## src/rtl/pc_unit.sv

```systemverilog
// pc_unit: fetch program-counter unit.
// Produces the fetch address, advances it under the fetch handshake, applies
// trap/redirect targets with fixed priority (trap > redirect > sequential),
// and buffers a target that arrives while paused until the pipeline resumes.
// Optional feature macro: PC_COMPRESSED_EN (16-bit steps, bit-0-only masking).
//
// Handshake: pc_valid_o=1 marks pc_out_o as a live fetch request. A fetch
// happens on a cycle with pc_valid_o=1, fetch_ready_i=1 and pause_i=0; the
// address only advances on such a cycle, and otherwise changes only when a
// trap or redirect is applied.

`ifndef CPU_START_ADDR
`define CPU_START_ADDR '0
`endif

module pc_unit #(
    parameter int                 XLEN       = 32,
    parameter logic [XLEN-1:0]    START_ADDR = `CPU_START_ADDR
) (
    input  logic            clk_i,
    input  logic            rst_i,
    input  logic            pause_i,
    input  logic            fetch_ready_i,
    input  logic            redirect_valid_i,
    input  logic [XLEN-1:0] redirect_addr_i,
    input  logic            trap_valid_i,
    input  logic [XLEN-1:0] trap_vec_i,
    input  logic            step_half_i,
    output logic [XLEN-1:0] pc_out_o,
    output logic            pc_valid_o,
    output logic            misalign_o,
    output logic            pending_o,
    output logic [1:0]      dbg_state_o
);

    typedef enum logic [1:0] {
        BOOT = 2'd0,
        RUN  = 2'd1,
        PEND = 2'd2
    } state_e;

`ifdef PC_COMPRESSED_EN
    localparam logic [XLEN-1:0] LOW_MASK = XLEN'(1);
`else
    localparam logic [XLEN-1:0] LOW_MASK = XLEN'(3);
`endif

    state_e          state_q, state_d;
    logic [XLEN-1:0] pc_q, pc_d;
    logic            mis_q, mis_d;
    logic [XLEN-1:0] buf_addr_q, buf_addr_d;
    logic            buf_trap_q, buf_trap_d;

    logic [XLEN-1:0] step;
    logic            any_req;
    logic [XLEN-1:0] req_addr;
    logic            load;
    logic [XLEN-1:0] tgt;

`ifdef PC_COMPRESSED_EN
    assign step = step_half_i ? XLEN'(2) : XLEN'(4);
`else
    // step_half_i has no meaning when only 32-bit instructions exist.
    logic unused_step_half;
    assign unused_step_half = step_half_i;
    assign step = XLEN'(4);
`endif

    // Trap wins over redirect whenever both arrive together.
    assign any_req  = trap_valid_i | redirect_valid_i;
    assign req_addr = trap_valid_i ? trap_vec_i : redirect_addr_i;

    // Next-state, next-pc and pending-buffer logic.
    always_comb begin
        state_d    = state_q;
        pc_d       = pc_q;
        mis_d      = 1'b0;
        buf_addr_d = buf_addr_q;
        buf_trap_d = buf_trap_q;
        load       = 1'b0;
        tgt        = '0;

        case (state_q)
            BOOT, RUN: begin
                if (pause_i) begin
                    state_d = RUN;
                    if (any_req) begin
                        buf_addr_d = req_addr;
                        buf_trap_d = trap_valid_i;
                        state_d    = PEND;
                    end
                end else if (any_req) begin
                    load    = 1'b1;
                    tgt     = req_addr;
                    state_d = RUN;
                end else begin
                    state_d = RUN;
                    // BOOT never advances: its address was not offered for fetch.
                    if (state_q == RUN && fetch_ready_i) begin
                        pc_d = pc_q + step;
                    end
                end
            end
            PEND: begin
                if (pause_i) begin
                    // A buffered trap may only be displaced by another trap.
                    if (trap_valid_i) begin
                        buf_addr_d = trap_vec_i;
                        buf_trap_d = 1'b1;
                    end else if (redirect_valid_i && !buf_trap_q) begin
                        buf_addr_d = redirect_addr_i;
                        buf_trap_d = 1'b0;
                    end
                end else begin
                    load       = 1'b1;
                    tgt        = any_req ? req_addr : buf_addr_q;
                    buf_trap_d = 1'b0;
                    state_d    = RUN;
                end
            end
            default: state_d = BOOT;
        endcase

        if (load) begin
            pc_d  = tgt & ~LOW_MASK;
            mis_d = |(tgt & LOW_MASK);
        end
    end

    // State, pc, misalign flag and pending buffer registers.
    always_ff @(posedge clk_i) begin
        if (rst_i) begin
            state_q    <= BOOT;
            pc_q       <= START_ADDR;
            mis_q      <= 1'b0;
            buf_addr_q <= '0;
            buf_trap_q <= 1'b0;
        end else begin
            state_q    <= state_d;
            pc_q       <= pc_d;
            mis_q      <= mis_d;
            buf_addr_q <= buf_addr_d;
            buf_trap_q <= buf_trap_d;
        end
    end

    assign pc_out_o    = pc_q;
    assign pc_valid_o  = (state_q == RUN);
    assign pending_o   = (state_q == PEND);
    assign misalign_o  = mis_q;
    assign dbg_state_o = state_q;

endmodule

```

## config.mk

```make
export PLATFORM = sky130hd
export DESIGN_NAME = pc_unit
export DESIGN_NICKNAME = d
export VERILOG_FILES = /design/src/rtl/pc_unit.sv
export SDC_FILE = /design/constraint.sdc
export NUM_CORES = 1
export LEC_CHECK = 0
export ABC_AREA = 1
export CORE_UTILIZATION = 55
export DETAILED_ROUTE_END_ITERATION = 7
export PLACE_DENSITY = 0.83
export SLEW_MARGIN = 25
export SYNTH_ARGS = -nofsm -noshare
export SYNTH_HDL_FRONTEND = slang
export SYNTH_SLANG_ARGS = --single-unit
```

## constraint.sdc

```tcl
create_clock -name clk_i -period 4.6 [get_ports clk_i]
set_input_delay 0.46 -clock clk_i [delete_from_list [all_inputs] [get_ports clk_i]]
set_output_delay 0.46 -clock clk_i [all_outputs]
set_load 0.05 [all_outputs]
```

==> After elaboration in Yosys (flattened, before gate mapping) <==
Index checks and enable logic that the tools add are counted.
{ "word_totals": {"out_inout_bits": 37, "ff_bits": 68, "in_bits": 71, "word_cells": 66} }
{ "op_classes": {"mux": 30, "bitwise_logic": 4, "reduce_logical": 15, "n_eq_ne": 10, "addsub": 1} }
{ "ops": {"columns": ["operator", "count"], "rows": [
  ["two-way mux 32 bit", 14],
  ["one-hot mux 32 bit (2 select lines)", 2],
  ["adder 32 x 3 -> 32 bit (second input constant)", 1],
  ["AND reduction 4 bit", 4],
  ["two-way mux 1 bit", 8],
  ["!= test 2 bit (second input constant)", 4],
  ["OR reduction 2 bit", 4],
  ["two-way mux 2 bit", 3],
  ["nonzero test 2 bit", 3],
  ["!= test 2 x 1 -> 1 bit (second input constant)", 2],
  ["!= test 4 x 3 -> 1 bit (second input constant)", 1],
  ["one-hot mux 1 bit (2 select lines)", 2],
  ["one-hot mux 2 bit (2 select lines)", 1],
  ["!= test 3 x 2 -> 1 bit (second input constant)", 1],
  ["NOT 1 bit", 3],
  ["== test 2 x 1 -> 1 bit (second input constant)", 1],
  ["== test 2 bit (second input constant)", 1],
  ["logical AND 1 bit", 2],
  ["logical NOT 2 bit", 1],
  ["logical NOT 1 bit", 1],
  ["bitwise OR 1 bit", 1]
]} }

==> Longest topological paths before layout <==
{ "depth": {"ltp_word": 7, "mapped_depth": 12, "mapped_depth_nobuf": 10} }

==> Worst setup path before layout <==
Ideal clock, no wire load.
{ "synth_path": {"path_type": "reg-to-output", "from": "register state_q[1] (netlist: dbg_state_o[1])", "to": "output pending_o", "stages_incl_launch_ff": 5, "setup_slack_ns": 2.442, "t_required_ns": 4.140, "n_path_buf": 2, "arrival_time_ns": 1.698, "path_cell_list": "dfxtp_1 -> buf_4 -> inv_2 -> nor2_4 -> clkbuf_1"} }
{ "synth_between": {"elab_chain_len": 1} }
{ "synth_rtl": {"columns": ["item", "line_no", "rtl"], "rows": [
  ["start, declared", "48", "state_e state_q, state_d;"],
  ["start signal, assigned", "139", "state_q <= state_d;"],
  ["== test 2 bit", "149", "assign pending_o = (state_q == PEND);"],
  ["end, declared", "32", "output logic pending_o,"]
]} }
No other way between the ends.

==> Final worst setup path <==
{ "layout_path": {"from": "input trap_valid_i", "to": "register buf_addr_q[29]"} }
{ "layout_between": {"elab_chain_len": 4, "word_cells_on_any_way": 9, "cone_classes": "eq/ne: 1; mux: 6; bitwise: 1; reduce/logical: 1"} }
{ "layout_rtl": {"columns": ["item", "line_no", "rtl"], "rows": [
  ["start, declared", "26", "input logic trap_valid_i,"],
  ["two-way mux 32 bit / bitwise OR 1 bit (equally long branches)", "71, 70", null],
  ["two-way mux 32 bit", "87", "if (any_req) begin"],
  ["two-way mux 32 bit", "85", "if (pause_i) begin"],
  ["one-hot mux 32 bit (2 select lines)", "83", "case (state_q)"],
  ["end signal, assigned", "142", "buf_addr_q <= buf_addr_d;"],
  ["end, declared", "51", "logic [XLEN-1:0] buf_addr_q, buf_addr_d;"]
]} }
Parallel ways exist; a longest one is shown, timed or not. The select of a mux whose other input is x is not followed.
A chain may end at the register's enable or synchronous reset.

==> flow_summary.yaml <==
worst_setup_path:
  path_cells: "clkdlybuf4s50_1 -> nor2_4 -> nand2_1 -> inv_1 -> o22ai_1 -> nor2_1 -> nor2_1"
  crit_slowest_cell: "inv_1"
  critPathBufInv: 2
  critPathCaptureType: "register"
  critPathKind: "in -> reg"
  crit_path_frequent_cell: "nor2_1"
  crit_required_ns: 4.84
  cp_top_family: "buffers and inverters"
  critical-path-max-stage-delay_ns: 0.75
  arrival_ns: 3.45
  critPathMaxFanout: 22
  startpoint_type: "input port"
floorplanning:
  fp.dieW_um: 94.4
  start_util: 0.569
  die_area_um2: 8910
  core_um2: 8260
  io_pins: 108
  rows: 33
  die_h_um: 94.4
synth:
  postSynth.asyncResetShare: 0
  yosys_warnings: 0
  synth_common_cells: "nand2_1 (325), nor2_1 (99), o21ai_0 (74)"
  syn_inst: 824
  yosys_most_used_dff: "dfxtp_1"
  yosysMostFrequentCell: "nand2_1"
  synth-seq-cells: 66
  syn_area_per_cell_um2: 5.70
  synth_top_area_cell: "dfxtp_1"
  ys_types: 34
  synth_edf_count: 0
  synth_top_area_frac: 0.281
  syn_area_um2: 4700
  ys_seq_area_frac: 0.281
  synth.area.top_cells: "dfxtp_1 (28%), nand2_1 (26%), nor2_1 (7.9%)"
detailed_routing:
  wl_per_cell_um: 14.9
  postRouteAntennaNets: 0
  drcViolationCount: 0
  viasPerCell: 5.63
  drt_wl_total_mm: 15.1
  num_vias: 5684
  first_iter_violations: 480
  drtPass1Iterations: 5
place:
  dp.cells: 993
  hpwl_mm: 10.7
  port_buffers: 104
  dp_slack_ns: 1.14
  gp_congestion: 0.917
sta:
  fin_ws_ns: 1.39
  rsz0062_at_grt: "false"
  finClkSkew_ns: 0.0112
  period_share: 0.699
  max_freq_mhz: 311
  final-setup-viol-count: 0
  min_period_ns: 3.21
  timing_hold_violations_final: 0
  max_slew_margin: 0.407
  tns_ns: 0
  slew_viol_final: 0
  tightest_slew_ns: 0.887
global_routing:
  grt_antenna_before_repair: 0
  grt_pass1_vias: 5207
  grtUsageTotal: 0.344
  grt_start_max_net_pins: 57
  grt_overflow: 0
  grt_pass1_wl_mm: 24.0
cells_and_area:
  layout-drive-gt1-share: 0.0431
  n_fill_cell: 757
  synthToLayoutAreaGrowth_pct: 24.8
  instances_no_fill: 1009
  diodes: 0
  num-nets-final: 971
cts:
  clk_latency_ns: 0.35
  cts_buffers: 9
  clockBufferDepth: 2
  root_buffer: "clkbuf_8"
  clk_pin_slew_ns: 0.08
  cts_hold_buf: 0
  h-tree-depth: 3
  cts_resized: 0
  clock_sinks: 66
  cts_tree: "done"
  post_cts_buffers: 0
pwr:
  p_per_area_nw_per_um2: 285
  p_leak_nw: 2.53
  peakVddDrop_v: 0.000141
outcome:
  status: "finished clean"
job:
  drv_cap: 0
min_path:
  hold_path_class: "reg -> reg"
[worst reg2reg max path, stage by stage, from the launching register on]
cell	delay, ns
dfxtp_1	0.57
inv_2	0.17
nor2_4	0.54
nand3_1	0.18
nand3_2	0.31
inv_2	0.38
o21ai_0	0.36
a31oi_1	0.07
[where the power goes]
part / internal (W) / switching [W] / leakage (nW)
combinational: 0.000175 / 0.000302 / 1.89
clock: 0.000281 / 0.000238 / 0.101
sequential: 0.000620 / 0.0000541 / 0.546
[registers in the layout (all words and copies together), names as in the netlist]
signal	cells
buf_trap_q	1
buf_addr_q	32
dbg_state_o	2
misalign_o	1
pc_out_o	30
[cells in the final DEF, fill, tap and decap left out, types with 7 or more instances in the layout]
cell	netlist	routed
nand3_1	41	41
nand2_1	325	325
nor2_1	99	99
a21oi_1	36	36
inv_2	8	8
clkdlybuf4s50_1	0	104
nor3_1	7	7
inv_1	48	48
clkbuf_8	0	11
o22ai_1	14	14
a31oi_1	20	20
o21ai_0	74	74
dfxtp_1	66	66
[stage by stage]
step,cell area [µm²],utilization,total power [W],hold WS (ns)
finish,5860,0.710,0.00167,0.505
global route,5860,0.710,0.00174,0.518
CTS,5860,0.710,0.00166,0.503
detailed placement,5660,0.686,0.00115,0.490
global placement,5660,0.686,0.00114,0.479
floorplan,4700,-,0.000988,0.466
[metal layers]
metal  up-vias  track usage  part of all wire
li1       2806            -                 -
met1      2552        0.442              0.43
met2       294        0.572              0.46
met3        32       0.0515             0.089
met4         0        0.142             0.022
met5         -            0                 0
[logic make-up after synthesis]
group | share of synthesized area
buffers and inverters | 0.0959
DFF | 0.281
adders and majority gates | 0.00266
xor gates and xnor gates | 0.00746
AOI/OAI and AO/OA | 0.180
other | 0.000798
and+or+nand+nor | 0.432
[worst paths after layout]
path / startpoint / endpoint / slack [ns] / cells past startpoint
hold reg to reg: buf_addr_q[15]$_SDFFE_PP0P_ / buf_addr_q[15]$_SDFFE_PP0P_ / 0.50 / 2
hold / removal: buf_addr_q[15]$_SDFFE_PP0P_ / buf_addr_q[15]$_SDFFE_PP0P_ / 0.50 / 2
setup reg to reg: dbg_state_o[1]$_SDFFE_PP0P_ / buf_addr_q[17]$_SDFFE_PP0P_ / 1.87 / 7
setup / recovery: trap_valid_i / buf_addr_q[29]$_SDFFE_PP0P_ / 1.39 / 7
[area by class of cell]
type	count	area, µm²	area share
sequential	66	1320	0.225
clock buffer	14	163	0.0278
timing repair buffer	108	1070	0.183
tap	105	131	0.0224
inverter	56	210	0.0359
clock inverter	2	35.0	0.00598
multi-input combinational	658	2930	0.500
(Power assumes the default switching activity.)
